==> src/rtl/goldschmidt_pkg.sv <==
// Shared types and constants for the Goldschmidt divider control path.
//   gs_state_t   : sequencing FSM states
//   ND_SEL_*     : numerator/denominator operand select encodings
//   KSEL_*       : k-source select encodings
//   ONE_Q15      : 1.0 in Q1.15, the value newD converges towards
package goldschmidt_pkg;

  typedef enum logic [2:0] {
    StIdle,
    StInitN,
    StInitD,
    StIterN,
    StIterD,
    StDone
  } gs_state_t;

  localparam logic [1:0] ND_SEL_D    = 2'd0;
  localparam logic [1:0] ND_SEL_N    = 2'd1;
  localparam logic [1:0] ND_SEL_NEWD = 2'd2;
  localparam logic [1:0] ND_SEL_NEWN = 2'd3;

  localparam logic KSEL_IA   = 1'b0;
  localparam logic KSEL_PREV = 1'b1;

  localparam logic [15:0] ONE_Q15 = 16'h8000;

endpackage

==> src/rtl/gs_iter_counter.sv <==
// Refinement-iteration counter for the Goldschmidt controller.
// Clear has priority over increment. last_o flags that the iteration now in progress is
// the final one (count == ITERS-1).
// Ports:
//   clk    : clock, rising edge
//   reset  : asynchronous active-high reset, count -> 0
//   clr_i  : synchronous clear
//   inc_i  : increment enable
//   cnt_o  : completed iterations
//   last_o : terminal-count flag
module gs_iter_counter #(
  parameter int unsigned ITERS = 3,
  parameter int unsigned CNT_W = 4
) (
  input  logic             clk,
  input  logic             reset,
  input  logic             clr_i,
  input  logic             inc_i,
  output logic [CNT_W-1:0] cnt_o,
  output logic             last_o
);

  logic [CNT_W-1:0] cnt_q, cnt_d;

  always_comb begin
    cnt_d = cnt_q;
    if (clr_i) begin
      cnt_d = '0;
    end else if (inc_i) begin
      cnt_d = cnt_q + 1'b1;
    end
  end

  always_ff @(posedge clk or posedge reset) begin
    if (reset) begin
      cnt_q <= '0;
    end else begin
      cnt_q <= cnt_d;
    end
  end

  assign cnt_o  = cnt_q;
  assign last_o = (cnt_q == CNT_W'(ITERS - 1));

endmodule

==> src/rtl/goldschmidt_ctrl.sv <==
// Sequencing FSM for the Goldschmidt divider datapath. The single multiplier is shared
// between N and D on alternating cycles: IA scaling (N then D), then ITERS refinement
// passes (N then D, since K = 2 - newD must be taken before newD is overwritten).
// All outputs are Moore-decoded from the state register and iteration counter.
// Optional feature: define GOLDSCHMIDT_EARLY_TERM_EN to add input d_converged, which
// jumps from ITER_N straight to DONE once newD is exactly 1.0.
// Ports:
//   clk         : clock, rising edge
//   reset       : asynchronous active-high reset, forces IDLE
//   start       : division request, sampled only in IDLE
//   d_converged : (optional) newD == 1.0 from the datapath
//   busy        : high in every state except IDLE
//   done        : one-cycle completion pulse
//   kSelect     : 0 = k from IA, 1 = k from 2 - newD
//   ndSelect    : multiplier operand select (D, N, newD, newN)
//   nEnable     : N result register load enable
//   dEnable     : D result register load enable
//   iter        : completed refinement iterations
module goldschmidt_ctrl
  import goldschmidt_pkg::*;
#(
  parameter int unsigned ITERS = 3,
  parameter int unsigned CNT_W = 4
) (
  input  logic             clk,
  input  logic             reset,
  input  logic             start,
`ifdef GOLDSCHMIDT_EARLY_TERM_EN
  input  logic             d_converged,
`endif
  output logic             busy,
  output logic             done,
  output logic             kSelect,
  output logic [1:0]       ndSelect,
  output logic             nEnable,
  output logic             dEnable,
  output logic [CNT_W-1:0] iter
);

  gs_state_t state_q, state_d;
  logic      cnt_last;
  logic      cnt_clr;
  logic      cnt_inc;

  // DONE always returns to IDLE, so clearing on DONE exit clears on IDLE entry.
  assign cnt_clr = (state_q == StDone);
  assign cnt_inc = (state_q == StIterD);

  gs_iter_counter #(
    .ITERS (ITERS),
    .CNT_W (CNT_W)
  ) u_iter_counter (
    .clk    (clk),
    .reset  (reset),
    .clr_i  (cnt_clr),
    .inc_i  (cnt_inc),
    .cnt_o  (iter),
    .last_o (cnt_last)
  );

  always_comb begin
    state_d = state_q;
    unique case (state_q)
      StIdle:  if (start) state_d = StInitN;
      StInitN: state_d = StInitD;
      StInitD: state_d = StIterN;
`ifdef GOLDSCHMIDT_EARLY_TERM_EN
      StIterN: state_d = d_converged ? StDone : StIterD;
`else
      StIterN: state_d = StIterD;
`endif
      StIterD: state_d = cnt_last ? StDone : StIterN;
      StDone:  state_d = StIdle;
      default: state_d = StIdle;
    endcase
  end

  always_ff @(posedge clk or posedge reset) begin
    if (reset) begin
      state_q <= StIdle;
    end else begin
      state_q <= state_d;
    end
  end

  always_comb begin
    busy     = (state_q != StIdle);
    done     = 1'b0;
    kSelect  = KSEL_IA;
    ndSelect = ND_SEL_D;
    nEnable  = 1'b0;
    dEnable  = 1'b0;
    unique case (state_q)
      StInitN: begin
        ndSelect = ND_SEL_N;
        nEnable  = 1'b1;
      end
      StInitD: begin
        ndSelect = ND_SEL_D;
        dEnable  = 1'b1;
      end
      StIterN: begin
        kSelect  = KSEL_PREV;
        ndSelect = ND_SEL_NEWN;
        nEnable  = 1'b1;
      end
      StIterD: begin
        kSelect  = KSEL_PREV;
        ndSelect = ND_SEL_NEWD;
        dEnable  = 1'b1;
      end
      StDone:  done = 1'b1;
      default: ;
    endcase
  end

endmodule
==> config.mk <==
export PLATFORM = sky130hd
export DESIGN_NAME = goldschmidt_ctrl
export DESIGN_NICKNAME = d
export VERILOG_FILES = /design/src/rtl/goldschmidt_pkg.sv /design/src/rtl/gs_iter_counter.sv /design/src/rtl/goldschmidt_ctrl.sv
export SDC_FILE = /design/constraint.sdc
export NUM_CORES = 1
export LEC_CHECK = 0
export ABC_AREA = 1
export BUFFER_PORTS_ARGS = -buffer_cell sky130_fd_sc_hd__buf_2
export CORE_AREA = 10 10 47 49
export DETAILED_ROUTE_END_ITERATION = 10
export DIE_AREA = 0 0 57 59
export GPL_ROUTABILITY_DRIVEN = 1
export HOLD_SLACK_MARGIN = 0.02
export SYNTH_ARGS = -nofsm -noshare
export SYNTH_HDL_FRONTEND = slang
export SYNTH_SLANG_ARGS = --single-unit
==> constraint.sdc <==
create_clock -name clk -period 2.9 [get_ports clk]
set_clock_uncertainty 0.15 [all_clocks]
set_input_delay 0.145 -clock clk [delete_from_list [all_inputs] [get_ports clk]]
set_output_delay 0.145 -clock clk [all_outputs]
set_load 0.05 [all_outputs]
Word level (Yosys, flattened, before mapping). Index checks and enable logic that the tools add are counted.

Input bits: 3. Output and inout port bits: 11. Bits in writable memories: 0. Flip-flop bits (word level): 7. Latch bits: 0. Memory bits (read-only): 0. Memories: 0.

Mux-type cells: 10. Multiply operators: 0. Reductions and logical operators: 6. Bitwise gates (word level): 0. $lt $le $gt $ge: 0. Divide/modulo/power cells: 0. Shift operators: 0. Add/sub/neg operators: 1. Equal/unequal tests: 7.

Operator list (number): 3-bit case mux with 5 select lines (1); 4-bit 2-to-1 mux (2); 3-bit by 2-bit equality test with 1-bit output (second input constant) (2); 3-bit equality test (second input constant) (2); 3-bit 2-to-1 mux (2); 2-bit case mux with 3 select lines (1); 2-bit OR reduction (3); 4-bit by 1-bit adder with 4-bit output (second input constant) (1); 4-bit by 2-bit equality test with 1-bit output (second input constant) (1); 1-bit 2-to-1 mux (4); 3-bit by 1-bit equality test with 1-bit output (second input constant) (1); 3-bit zero test (1); 3-bit nonzero test (1); 2-bit inequality test (second input constant) (1); 2-bit nonzero test (1).

Logic depth before layout (Yosys ltp).
Depth in word-level cells: 3. Gate-level depth with buffers: 5. Depth with buffers taken out: 5.

By module. Synthesis repeated with hierarchy kept, for this count alone.

Cell total of the unflattened synthesis: 55. Area, all modules: 412.9 sq um.

By module, submodules not included: gs_iter_counter (seq. area each 100.1 sq um, cells an instance 26, area an instance 215.2 sq um, instances 1); goldschmidt_ctrl (seq. area each 75.1 sq um, cells an instance 29, area an instance 197.7 sq um, instances 1).

Worst setup path after synthesis. No wires, ideal clock.

Path type: reg-to-reg. Start: reg u_iter_counter.cnt_q[0] (netlist: u_iter_counter.cnt_o[0]). End: reg u_iter_counter.cnt_q[1] (netlist: u_iter_counter.cnt_o[1]). Setup slack: 1460 ps. Required time: 2674 ps. Stages on the path, launching flop included: 4. Arrival time: 1214 ps. Setup time: 76 ps. Clock period less this slack: 1440 ps. Cell sequence: dfrtp_1 inv_1 ha_1 o21ai_1.

Longest elaborated chain between the ends: 3.

Ends and longest elaborated chain: from (decl) (RTL line gs_iter_counter.sv:23) `logic [CNT_W-1:0] cnt_q, cnt_d;`; from (signal assigned) (RTL line gs_iter_counter.sv:38) `cnt_q <= cnt_d;`; 4-bit by 1-bit adder with 4-bit output (RTL line gs_iter_counter.sv:30) `cnt_d = cnt_q + 1'b1;`; 4-bit 2-to-1 mux (RTL line gs_iter_counter.sv:29) `end else if (inc_i) begin`; 4-bit 2-to-1 mux (RTL line gs_iter_counter.sv:27) `if (clr_i) begin`.

No other way between the ends. The select of a mux whose other input is x is not followed. A chain may end at the register's enable or synchronous reset.

Worst setup path after layout.
Start: reg state_q[1]. End: out dEnable.

Longest elaborated chain between the ends: 3.

Ends and longest elaborated chain: from (decl) (RTL line goldschmidt_ctrl.sv:40) `gs_state_t state_q, state_d;`; from (signal assigned) (RTL line goldschmidt_ctrl.sv:80) `state_q <= StIdle;`; from (signal assigned) (RTL line goldschmidt_ctrl.sv:82) `state_q <= state_d;`; 3-bit equality test or 3-bit by 2-bit equality test with 1-bit output (tied branches) (RTL line goldschmidt_ctrl.sv:93) `unique case (state_q)`; 2-bit OR reduction (no source line) (*); 1-bit 2-to-1 mux (*) (RTL line goldschmidt_ctrl.sv:93); to (decl) (RTL line goldschmidt_ctrl.sv:36) `output logic dEnable,`.

Mark *: on every way between the ends. The rest lies on a longest branch, timed or not.

==> run_results.csv <==
group,metric,value,unit
synth,netlist.top_cell.by_area,"dfrtp_1",
setup_path,crit_chain,"nor2_2 -> nand2_2 -> nand2_1 -> buf_2",
cts,h-tree-depth,1,
global_route,grt_max_degree,8,
cts,post_cts.resized_instances,0,
cts,cts.sinks,7,
finish,syn_to_final_growth,33.3,%
route,wl,952,um
setup_path,cp_slowest_stage_delay,0.46,ns
route,wl_per_cell,11.2,um
die,pin_count,14,
sta,fin_tns_setup,0,ns
sta,worst_pin_slew,0.313,ns
synth,synth-seq-cells,7,
route,vias,387,
synth,syn_inst,50,
setup_path,setup.worst_path.end_class,"output pin",
global_route,gr-total-overflow,0,
finish,layout_common_cells,"nand2_1, buf_2, dfrtp_1, nor2_1, nand3_1",
setup_path,r2r-start,"u_iter_counter.cnt_o[0]",
setup_path,critPathSlowestCell,"dfrtp_1",
finish,nets,75,
route,avgViaCountPerCell,4.55,
sta,finalMaxSlewViolations,0,
synth,syn_area,394,sq um
job,cap_violations,0,
run_status,run_status,"finished, final reports clean",
finish,diodes,0,
die,core-area,1400,sq um
cts,cts_max_path_buffers,2,
cts,cts_buffers,3,
global_route,antenna_found_initial,0,
synth,ys.warnings.count,0,
die,fp.dieH,59,um
die,die_w,57,um
setup_path,critPathRequiredTime,2.61,ns
synth,synth_top_cell_area_share,0.444,
sta,rsz0062_at_grt,"no",
sta,finalHoldViolations,0,
die,die_area,3360,sq um
finish,drive_gt1_frac,0.333,
cts,cts_tree,"built",
place,place.port_buffers,13,
place,hpwlAfterDp,734,um
setup_path,path_class,"reg -> out",
sta,min_period,1.64,ns
cts,cts_root_buf,"clkbuf_4",
sta,post-route-period-util,0.564,
worst_hold_path,min_path_type,"in -> async",
global_route,grt.total_usage,0.0612,
setup_path,crit_path_max_fanout,7,
global_route,grt_pass1_wl,1700,um
setup_path,r2r_slack,1.73,ns
route,drc,0,
die,start_util,0.281,
setup_path,ff2ff_path_depth,5,
route,drt_first_pass_iters,5,
sta,clock.fmax,611,MHz
cts,path_clk_slew,0.06,ns
sta,finalSetupViolCount,0,
cts,clock_latency,0.25,ns
global_route,grt_pass1_vias,403,
synth,synth_area_leaders,"dfrtp_1, nand2_1, nand3_1, ha_1, nor2_1",
synth,synth_cell_types,15,
synth,syn_avg_cell_area,7.88,sq um
setup_path,cp-start-kind,"flop",
setup_path,reg2reg_to,"state_q[1]",
synth,synth_nets,55,
route,ant_nets,0,
die,rows,14,
place,gp_congestion,0.735,
sta,maxSlewHeadroom,0.791,
route,drt-initial-drc-count,12,
synth,synth.yosys.seq_area_share,0.444,
setup_path,arrival,1.34,ns
## critical path: cells and delay by family, from the launching register on
kind / cells / cell delay (ns)
buffers and inverters: 1 / 0.25
flip-flops: 1 / 0.46
AND/OR/NAND/NOR: 3 / 0.37
## kinds of logic after synthesis
family,Yosys count,share of synthesized area
xor+xnor,1,0.0222
flops,7,0.444
buf+inv,6,0.0571
fa+ha+maj,2,0.0635
simple gates,29,0.333
compound gates,5,0.0794
## registers in the layout, summed over array words and instances, names as in the netlist
name	count
state_q	3
u_iter_counter.cnt_o	4
## Yosys cell counts
master and count:
nand3_1 6, nand2_2 1, xor2_1 1, inv_2 2, ha_1 2, nand2_1 13, inv_1 4, a21oi_2 1
nor2_4 1, nor2_2 2, o21ai_1 2, dfrtp_1 7, nor2_1 6, a21oi_1 1, o211ai_1 1
## layout make-up
class / count / area, sq um
repair buffers: 15 / 85.1
fillers: 155 / 876
flip-flops and latches: 7 / 175
multi-input cells: 37 / 196
inverters: 6 / 22.5
clock buffers: 4 / 26.3
well taps: 16 / 20.0
## worst max-delay path by stage
stage / depth (start not counted) / slack [ns] / end / start
2_1_floorplan: 3 / 1.46 / u_iter_counter.cnt_o[1] / u_iter_counter.cnt_o[0]
3_3_place_gp: 4 / 1.53 / dEnable / state_q[1]
3_5_place_dp: 4 / 1.54 / dEnable / state_q[1]
4_1_cts: 4 / 1.27 / ndSelect[1] / state_q[1]
5_1_grt: 4 / 1.16 / ndSelect[1] / state_q[1]
6_report: 4 / 1.26 / dEnable / state_q[1]
## metal layers
metal	GRT usage	vias to the layer above	wire, um
li1	-	198	-
met2	0.0853	16	385
met5	0	-	0
met4	0.0302	0	0
met3	0.0365	0	120
met1	0.0721	173	446
## stage by stage
stage	instance area (sq um)	setup WS (ns)	hold WS (ns)	utilization	cells
2_1_floorplan	394	1.46	-0.202	-	50
3_3_place_gp	479	1.53	-0.0512	0.342	79
3_5_place_dp	479	1.54	-0.0488	0.342	79
4_1_cts	526	1.27	0.228	0.375	85
5_1_grt	526	1.16	0.267	0.375	85
6_report	526	1.26	0.224	0.375	85
## timing repair
item	CTS	global route
hold buffers	2	0
buffers inserted	0	0
hold endpoints to repair	8	0
Power is not shown: default switching activity piles up to over one toggle a cycle in this logic, so the estimate is an artifact.
